**config.mk**
```make
export PLATFORM = sky130hd
export DESIGN_NAME = framebuffer_writer
export DESIGN_NICKNAME = d
export VERILOG_FILES = /design/src/rtl/framebuffer_writer.sv
export SDC_FILE = /design/constraint.sdc
export NUM_CORES = 1
export LEC_CHECK = 0
export ABC_AREA = 1
export CAP_MARGIN = 5
export CORE_UTILIZATION = 36
export CTS_BUF_LIST = sky130_fd_sc_hd__clkbuf_2 sky130_fd_sc_hd__clkbuf_4 sky130_fd_sc_hd__clkbuf_8
export DETAILED_ROUTE_END_ITERATION = 8
export SLEW_MARGIN = 20
export SYNTH_ARGS = -nofsm -noshare
export SYNTH_HDL_FRONTEND = slang
export SYNTH_SLANG_ARGS = --single-unit
```
**constraint.sdc**
```tcl
create_clock -name clk_in -period 3.2 [get_ports clk_in]
set_clock_uncertainty 0.2 [all_clocks]
set_input_delay 0.8 -clock clk_in [delete_from_list [all_inputs] [get_ports clk_in]]
set_output_delay 0.8 -clock clk_in [all_outputs]
set_load 0.01 [all_outputs]
```
**src/rtl/framebuffer_writer.sv**
```systemverilog
// Buffers an (addr, color) pixel stream and writes it into a double-buffered RGB565 framebuffer,
// swapping banks at end of frame and clearing the new write bank before accepting its pixels.
module framebuffer_writer #(
  parameter int unsigned FB_SIZE     = 57600,
  parameter int unsigned FIFO_DEPTH  = 16,
  parameter logic [15:0] CLEAR_COLOR = 16'h0000
) (
  input  logic        clk_in,
  input  logic        rst_in,
  input  logic [15:0] addr_in,
  input  logic [15:0] color_in,
  input  logic        data_valid_in,
  output logic        ready_out,
  input  logic        frame_done_in,
  output logic [16:0] wr_addr_out,
  output logic [15:0] wr_data_out,
  output logic        wr_en_out,
  output logic        display_bank_out,
  output logic        swap_done_out,
  output logic [7:0]  drop_count_out
);

  localparam int unsigned PtrW     = $clog2(FIFO_DEPTH);
  localparam logic [PtrW:0] FullCnt = (PtrW+1)'(FIFO_DEPTH);
  localparam logic [15:0]  LastIdx = 16'(FB_SIZE - 1);
  localparam logic [16:0]  FbLimit = 17'(FB_SIZE);

  typedef enum logic [1:0] {StClear, StRun, StDrain, StSwap} state_e;

  state_e          state_q;
  logic [15:0]     clr_cnt_q;
  logic [PtrW-1:0] wr_ptr_q, rd_ptr_q;
  logic [PtrW:0]   count_q;
  logic            pending_q;
  logic            display_bank_q;
  logic            wr_en_q;
  logic [16:0]     wr_addr_q;
  logic [15:0]     wr_data_q;
  logic            swap_done_q;
  logic [7:0]      drop_cnt_q;

  logic [15:0] addr_mem  [FIFO_DEPTH];
  logic [15:0] color_mem [FIFO_DEPTH];

  logic        fifo_full, fifo_empty, push, pop, head_in_range;
  logic [15:0] head_addr, head_color;

  always_comb begin
    fifo_full     = (count_q == FullCnt);
    fifo_empty    = (count_q == '0);
    ready_out     = !fifo_full && (state_q != StDrain);
    push          = data_valid_in && ready_out;
    pop           = ((state_q == StRun) || (state_q == StDrain)) && !fifo_empty;
    head_addr     = addr_mem[rd_ptr_q];
    head_color    = color_mem[rd_ptr_q];
    head_in_range = ({1'b0, head_addr} < FbLimit);
  end

  // Storage needs no reset: occupancy is tracked by the pointers and count.
  always_ff @(posedge clk_in) begin
    if (push) begin
      addr_mem[wr_ptr_q]  <= addr_in;
      color_mem[wr_ptr_q] <= color_in;
    end
  end

  always_ff @(posedge clk_in) begin
    if (rst_in) begin
      state_q        <= StClear;
      clr_cnt_q      <= '0;
      wr_ptr_q       <= '0;
      rd_ptr_q       <= '0;
      count_q        <= '0;
      pending_q      <= 1'b0;
      display_bank_q <= 1'b0;
      wr_en_q        <= 1'b0;
      wr_addr_q      <= '0;
      wr_data_q      <= '0;
      swap_done_q    <= 1'b0;
      drop_cnt_q     <= '0;
    end else begin
      if (push) wr_ptr_q <= wr_ptr_q + 1'b1;
      if (pop)  rd_ptr_q <= rd_ptr_q + 1'b1;
      count_q     <= count_q + (PtrW+1)'(push) - (PtrW+1)'(pop);
      wr_en_q     <= 1'b0;
      swap_done_q <= 1'b0;

      if (frame_done_in && ((state_q == StClear) || (state_q == StRun))) pending_q <= 1'b1;

      unique case (state_q)
        StClear: begin
          wr_en_q   <= 1'b1;
          wr_addr_q <= {~display_bank_q, clr_cnt_q};
          wr_data_q <= CLEAR_COLOR;
          if (clr_cnt_q == LastIdx) begin
            clr_cnt_q <= '0;
            state_q   <= StRun;
          end else begin
            clr_cnt_q <= clr_cnt_q + 16'd1;
          end
        end
        StRun, StDrain: begin
          if (pop) begin
            if (head_in_range) begin
              wr_en_q   <= 1'b1;
              wr_addr_q <= {~display_bank_q, head_addr};
              wr_data_q <= head_color;
            end else if (drop_cnt_q != 8'hFF) begin
              drop_cnt_q <= drop_cnt_q + 8'd1;
            end
          end
          if ((state_q == StRun) && (pending_q || frame_done_in)) begin
            state_q <= StDrain;
          end else if ((state_q == StDrain) && fifo_empty) begin
            // Bank flips together with the pulse so both are visible during the swap cycle.
            state_q        <= StSwap;
            display_bank_q <= ~display_bank_q;
            swap_done_q    <= 1'b1;
          end
        end
        StSwap: begin
          pending_q <= 1'b0;
          state_q   <= StClear;
        end
      endcase
    end
  end

  assign wr_en_out        = wr_en_q;
  assign wr_addr_out      = wr_addr_q;
  assign wr_data_out      = wr_data_q;
  assign display_bank_out = display_bank_q;
  assign swap_done_out    = swap_done_q;
  assign drop_count_out   = drop_cnt_q;

endmodule

```
==> results of run 1 <==
[area by class of cell]
type	count	area, um^2
clock buffer	130	1630
fill	6044	37700
inverter	104	397
antenna	1	2.50
multi-input combinational	1201	6110
clock inverter	51	284
timing repair buffer	158	1690
sequential	592	17000
tap	864	1080
[worst paths after layout]
check / start / to / slack [ns] / depth (start not counted)
min reg2reg: pending_q / pending_q / 0.25 / 2
max: state_q[0] / ready_out / 0.14 / 6
max reg2reg: register / wr_data_out[14] / 0.31 / 10
min: pending_q / pending_q / 0.25 / 2
[metal layers]
layer  GRT usage  share of wire
met1       0.248           0.44
met2       0.286           0.47
met3      0.0390          0.074
met4      0.0623          0.024
met5           0              0
[cell usage after synthesis]
master	n	share of area
a211oi_1	4	0.0013
a21oi_1	61	0.013
a31oi_1	10	0.0026
a32oi_1	1	0.00037
and3_1	1	0.00026
buf_1	10	0.0016
buf_2	24	0.0050
buf_4	3	0.00094
buf_6	12	0.0056
clkbuf_1	79	0.012
dfxtp_1	80	0.067
edfxtp_1	512	0.64
fa_1	1	0.00084
ha_1	17	0.0089
inv_1	100	0.016
inv_2	4	0.00063
nand2_1	167	0.026
nand2_2	1	0.00026
nand2_4	2	0.00094
nand3_1	120	0.025
nand3_2	16	0.0067
nand3_4	1	0.00073
nand4_1	13	0.0034
nor2_1	350	0.055
nor2_2	1	0.00026
nor2_4	1	0.00047
nor2_8	1	0.00084
nor3_1	10	0.0021
nor3b_1	3	0.00094
nor4_1	2	0.00052
o211ai_1	17	0.0053
o21ai_0	247	0.052
o21ai_1	30	0.0063
o221ai_1	29	0.011
o22ai_1	80	0.021
or2_2	5	0.0013
xnor2_1	3	0.0011
xor2_1	7	0.0026
[worst min-delay path, cell delays in order, from the launching register on]
cell and delay, ns:
dfxtp_1 0.31, inv_1 0.05, a21oi_1 0.05
[cell usage in the layout, fill, tap and decap left out, drive strengths merged, types with 4 or more instances in the layout]
master           n
o22ai           80
o211ai          17
o221ai          29
clkbuf         130
edfxtp         512
nor2           353
inv            106
clkdlybuf4s50   80
nand3          137
buf             78
a21oi           61
xor2             7
a211oi           4
dfxtp           80
nand4           13
nand2          170
ha              17
or2              5
nor3            10
a31oi           10
clkinv          44
o21ai          277
[flip-flops by register name (all words and copies together), names as in the netlist, named ones only]
signal            cells
addr_mem            256
color_mem           256
swap_done_out         1
pending_q             1
clr_cnt_q            16
wr_en_out             1
display_bank_out      1
state_q               2
rd_ptr_q              4
wr_addr_out          17
drop_count_out        8
count_q               5
wr_data_out          16
wr_ptr_q              4
[through the flow]
stage               TNS (ns)  power (W)  utilization  setup slack [ns]
floorplan                  0    0.00926            -            0.0547
global placement           0    0.00977        0.399            0.0187
detailed placement  -0.00443    0.00980        0.399          -0.00443
CTS                        0     0.0163        0.428            0.0652
global route               0     0.0167        0.428            0.0123
finish                     0     0.0161        0.428             0.138
[power breakdown]
group / switching, W / leakage, nW / internal [W]
registers: 0.0000639 / 5.27 / 0.00862
logic: 0.000648 / 3.16 / 0.000317
clock network: 0.00303 / 1.00 / 0.00347
[timing repair]
| action | in CTS | in global routing |
|---|---|---|
| setup endpoints to repair | 0 | 1 |
| gates resized for setup | 0 | 2 |
| hold buffers | 0 | 0 |
[logic make-up (layout without fill, tap and decap cells)]
group | after synthesis | in the layout | share of synthesized area
DFF | 592 | 592 | 0.708
other | 0 | 1 | 0
xor gates and xnor gates | 10 | 10 | 0.00366
and+or+nand+nor | 694 | 694 | 0.125
buffers and inverters | 232 | 443 | 0.0418
AOI/OAI and AO/OA | 479 | 479 | 0.112
adders and majority gates | 18 | 18 | 0.00971
==> metrics, run 1 <==
Remaining DRCs 0; first-pass GRT wire length between 90 and 100 mm; VDD IR max ~0.25 mV; max_cap viols 0; Root Buffer clkbuf_8; Crit. End Element primary output; Leak 9.44 nW; vias per cell between 5 and 6; DR iter-0 viols roughly 1300; CP top delay family buffers and inverters; total number of vias about 16000; die height 260 um; Die ar. between 60000 and 70000 um^2; Pre-Repair DR Iteration Count 6; Die Wd between 200 and 300 um; vias in the first global route 15900; largest net degree at the start of global routing between 100 and 150; measured slew at the worst slew-check pin approximately 0.76 ns; CTS Sinks 592; Worst slew margin 0.489; Cell variety after synth 38; Cells after Synth between 2000 and 2500; Core ar. around 66000 um^2; GRT Total Usage 0.182; hold_ws 0.248 ns; post-layout net count around 2200; global route overflow 0; mapped cell area between 20000 and 25000 um^2; Fin. Hold Viols 0; Bufs and invs on worst path 4; CP max stage delay between 0.5 and 0.6 ns; Final period util 0.957; HP Class register to register; Worst EP arrival 2.06 ns; crit path cell chain inv_1, ha_1, inv_1, nand2_1, inv_1, clkdlybuf4s50_1; Crit path required time 2.20 ns; final WL between 60 and 70 mm; RSZ-0062 raised after global routing false; Layout Area Growth over Synthesis 17.6%; placed cells 2919; Cell Area, Placed 26300 um^2; slowest stage cell, crit path clkdlybuf4s50_1; fin area roughly 28000 um^2; Detail Route Antenna Nets 0; mean post-synth cell area about 12 um^2; Syn. warnings 0; Reg clk slew, reported paths ~0.06 ns; power per cell area approximately 570 nW/um^2; kind of critical path register to primary output; Skew-Pair Late Insertion Delay ~0.7 ns; share of cells above drive strength 1 0.125; final worst path period need 3.06 ns; clk buf depth 3; critical path launch point type register; Post-CTS Setup Repair Bufs 0; count of input and output buffers 80; Row Count 94; Synth Register Bits between 500 and 600; crit-path max FO 3; sequential area share after synthesis 0.708; DP HPWL between 30 and 40 mm; H-tree depth 3; Synth Net Count ~2100; non-filler cells, final between 3000 and 4000; WL/cell 19.7 um; CP dominant cell by count inv_1; initial core utilization 0.364; Setup violations, final 0; IO Pins 81; max-slew violation count 0; initial antenna violation count 1; Routability Congestion roughly 0.8; CTS tree yes; fmax about 330 MHz; Num CTS Buffers 98; status finished, final reports clean
Power figures use the tool's default switching activity.
==> inputs of run 2 (changes only) <==
--- a/config.mk
+++ b/config.mk
@@ -7,9 +7,11 @@
 export LEC_CHECK = 0
 export ABC_AREA = 1
 export CAP_MARGIN = 5
+export CORE_MARGIN = 10
 export CORE_UTILIZATION = 36
 export CTS_BUF_LIST = sky130_fd_sc_hd__clkbuf_2 sky130_fd_sc_hd__clkbuf_4 sky130_fd_sc_hd__clkbuf_8
 export DETAILED_ROUTE_END_ITERATION = 8
+export SKIP_LAST_GASP = 1
 export SLEW_MARGIN = 20
 export SYNTH_ARGS = -nofsm -noshare
 export SYNTH_HDL_FRONTEND = slang
==> metrics, run 2 (synthesized netlist as in run 1, its figures left out) <==
Worst EP arrival 2.05 ns (about the same); Place WS 0.0376 ns (+0.0420 ns); Hold Path Depth 2 (unchanged); post-layout net count 2203 (-0.27%); Worst Hold Launch pending_q; hold endpoint pending_q; worst r2r path cells 16 (+6); TNS Setup 0 ns (unchanged); most frequent cells in the layout 512 x edfxtp_1, 334 x nor2_1, 247 x o21ai_0, 165 x nand2_1, 120 x nand3_1; power per cell area 572 nW/um^2 (-0.24%); largest net degree at the start of global routing 137 (+13%); Die Wd 278 um (+6.9%); Tot Pwr 0.0161 W (-0.15%); initial core utilization 0.364 (unchanged); RSZ-0062 raised after global routing false; Worst slew margin 0.484 (-0.00556); initial antenna violation count 3 (+2); CTS Sinks 592 (unchanged); Post-CTS Setup Repair Bufs 0 (unchanged); Fin. Hold Viols 0 (unchanged); Reg clk slew, reported paths 0.06 ns (about the same); clk buf depth 3 (unchanged); commonest non-fill, non-tap cell in the layout edfxtp_1; HP Class register to register; crit-path max FO 3 (unchanged); Num CTS Buffers 95 (-3.1%); crit path cell chain inv_1, ha_1, inv_1, nand2_1, inv_1, clkdlybuf4s50_1; filler cell count 6001 (-0.71%); Setup violations, final 0 (unchanged); reg2reg setup slack 0.28 ns (-0.03 ns); share of cells above drive strength 1 0.130 (+0.00461); Core ar. 65900 um^2 (unchanged); DR iter-0 viols 1409 (+5.5%); Setup WS post-layout 0.154 ns (+0.0164 ns); Crit path required time 2.20 ns (about the same); IO Pins 81 (unchanged); global route overflow 0 (unchanged); first-pass GRT wire length 96.3 mm (+2.6%); vias in the first global route 16000 (+0.75%); CTS resizes 0 (unchanged); CP Launch Point state_q[0]; kind of critical path register to primary output; Inserted Diodes 0 (-1); Layout Area Growth over Synthesis 17.7% (about the same); max_cap viols 0 (unchanged); Crit. End Element primary output; GRT Total Usage 0.158 (-0.0240); measured slew at the worst slew-check pin 0.772 ns (+0.00948 ns); placed cells 2916 (-0.10%); multi-input logic area 6110 um^2 (about the same); CP max stage delay 0.53 ns (about the same); Routability Congestion 0.821 (+1.8%); status finished, final reports clean; Skew-Pair Late Insertion Delay 0.68 ns (about the same); Die ar. 77300 um^2 (+14%); Remaining DRCs 0 (unchanged); WL/cell 20.3 um (+3.1%); final WL 62.7 mm (+2.8%); RR Endpoint count_q[4]; hold buffer count at CTS 0 (unchanged); Row Count 94 (unchanged); H-tree depth 3 (unchanged); fmax 328 MHz (+0.54%); die height 278 um (+6.9%); r2r startpoint count_q[3]; Pre-Repair DR Iteration Count 7 (+1); Detail Route Antenna Nets 0 (unchanged); count of input and output buffers 80 (unchanged); Cell Area, Placed 26300 um^2 (+0.11%); non-filler cells, final 3090 (-0.35%); DP HPWL 37.1 mm (+5.6%); vias per cell 5.24 (+0.57%); total number of vias 16200 (+0.22%); Root Buffer clkbuf_8; Register Area 17000 um^2 (unchanged); final worst path period need 3.05 ns (-0.0164 ns); fin area 28200 um^2 (about the same); Leak 9.46 nW (+0.25%); max-slew violation count 0 (unchanged); Final period util 0.952 (-0.00511); slowest stage cell, crit path clkdlybuf4s50_1; VDD IR max 0.271 mV (+7.3%); CP dominant cell by count inv_1; critical path launch point type register; CTS tree yes
-- run 2: cell type report --
class | instances | area share
flip-flops and latches | 592 | 0.602
multi-input cells | 1201 | 0.217
repair buffers | 155 | 0.0609
clock buffers | 143 | 0.0605
well taps | 864 | 0.0383
inverters | 104 | 0.0141
clock inverters | 31 | 0.00701
-- run 2: stage by stage --
stage                     hold slack, ns   util
after global routing               0.294  0.428
after global placement             0.235  0.399
after CTS                          0.251  0.428
final                              0.256  0.428
after detailed placement           0.241  0.399
after floorplan                    0.224      -
-- run 2: critical path: cells and delay by family (launching register included) --
family	cells	cell delay, ns
flip-flops	1	0.36
AND/OR/NAND/NOR	1	0.05
adder cells (fa/ha/maj)	1	0.20
buffers and inverters	4	0.76
-- run 2: where the power goes --
part           total [W]  internal, W  switching, W
logic           0.000948     0.000322      0.000626
clock network    0.00649      0.00356       0.00293
registers        0.00868      0.00862     0.0000645
-- run 2: layer usage --
layer  track usage  vias up  wire length [um]
met4        0.0530        6              1360
met2         0.253      527             29500
met1         0.211     8011             27800
met5             0        -                34
li1              -     7559                 -
met3        0.0313       94              3950
-- run 2: how the worst max path moves through the flow --
stage / endpoint / slack (ns) / cells after the start
after floorplan: addr_mem[11][0] / 0.05 / 9
after global routing: ready_out / 0.02 / 6
after global placement: count_q[4] / 0.02 / 11
final: ready_out / 0.15 / 6
after CTS: ready_out / 0.08 / 6
after detailed placement: count_q[4] / 0.04 / 11
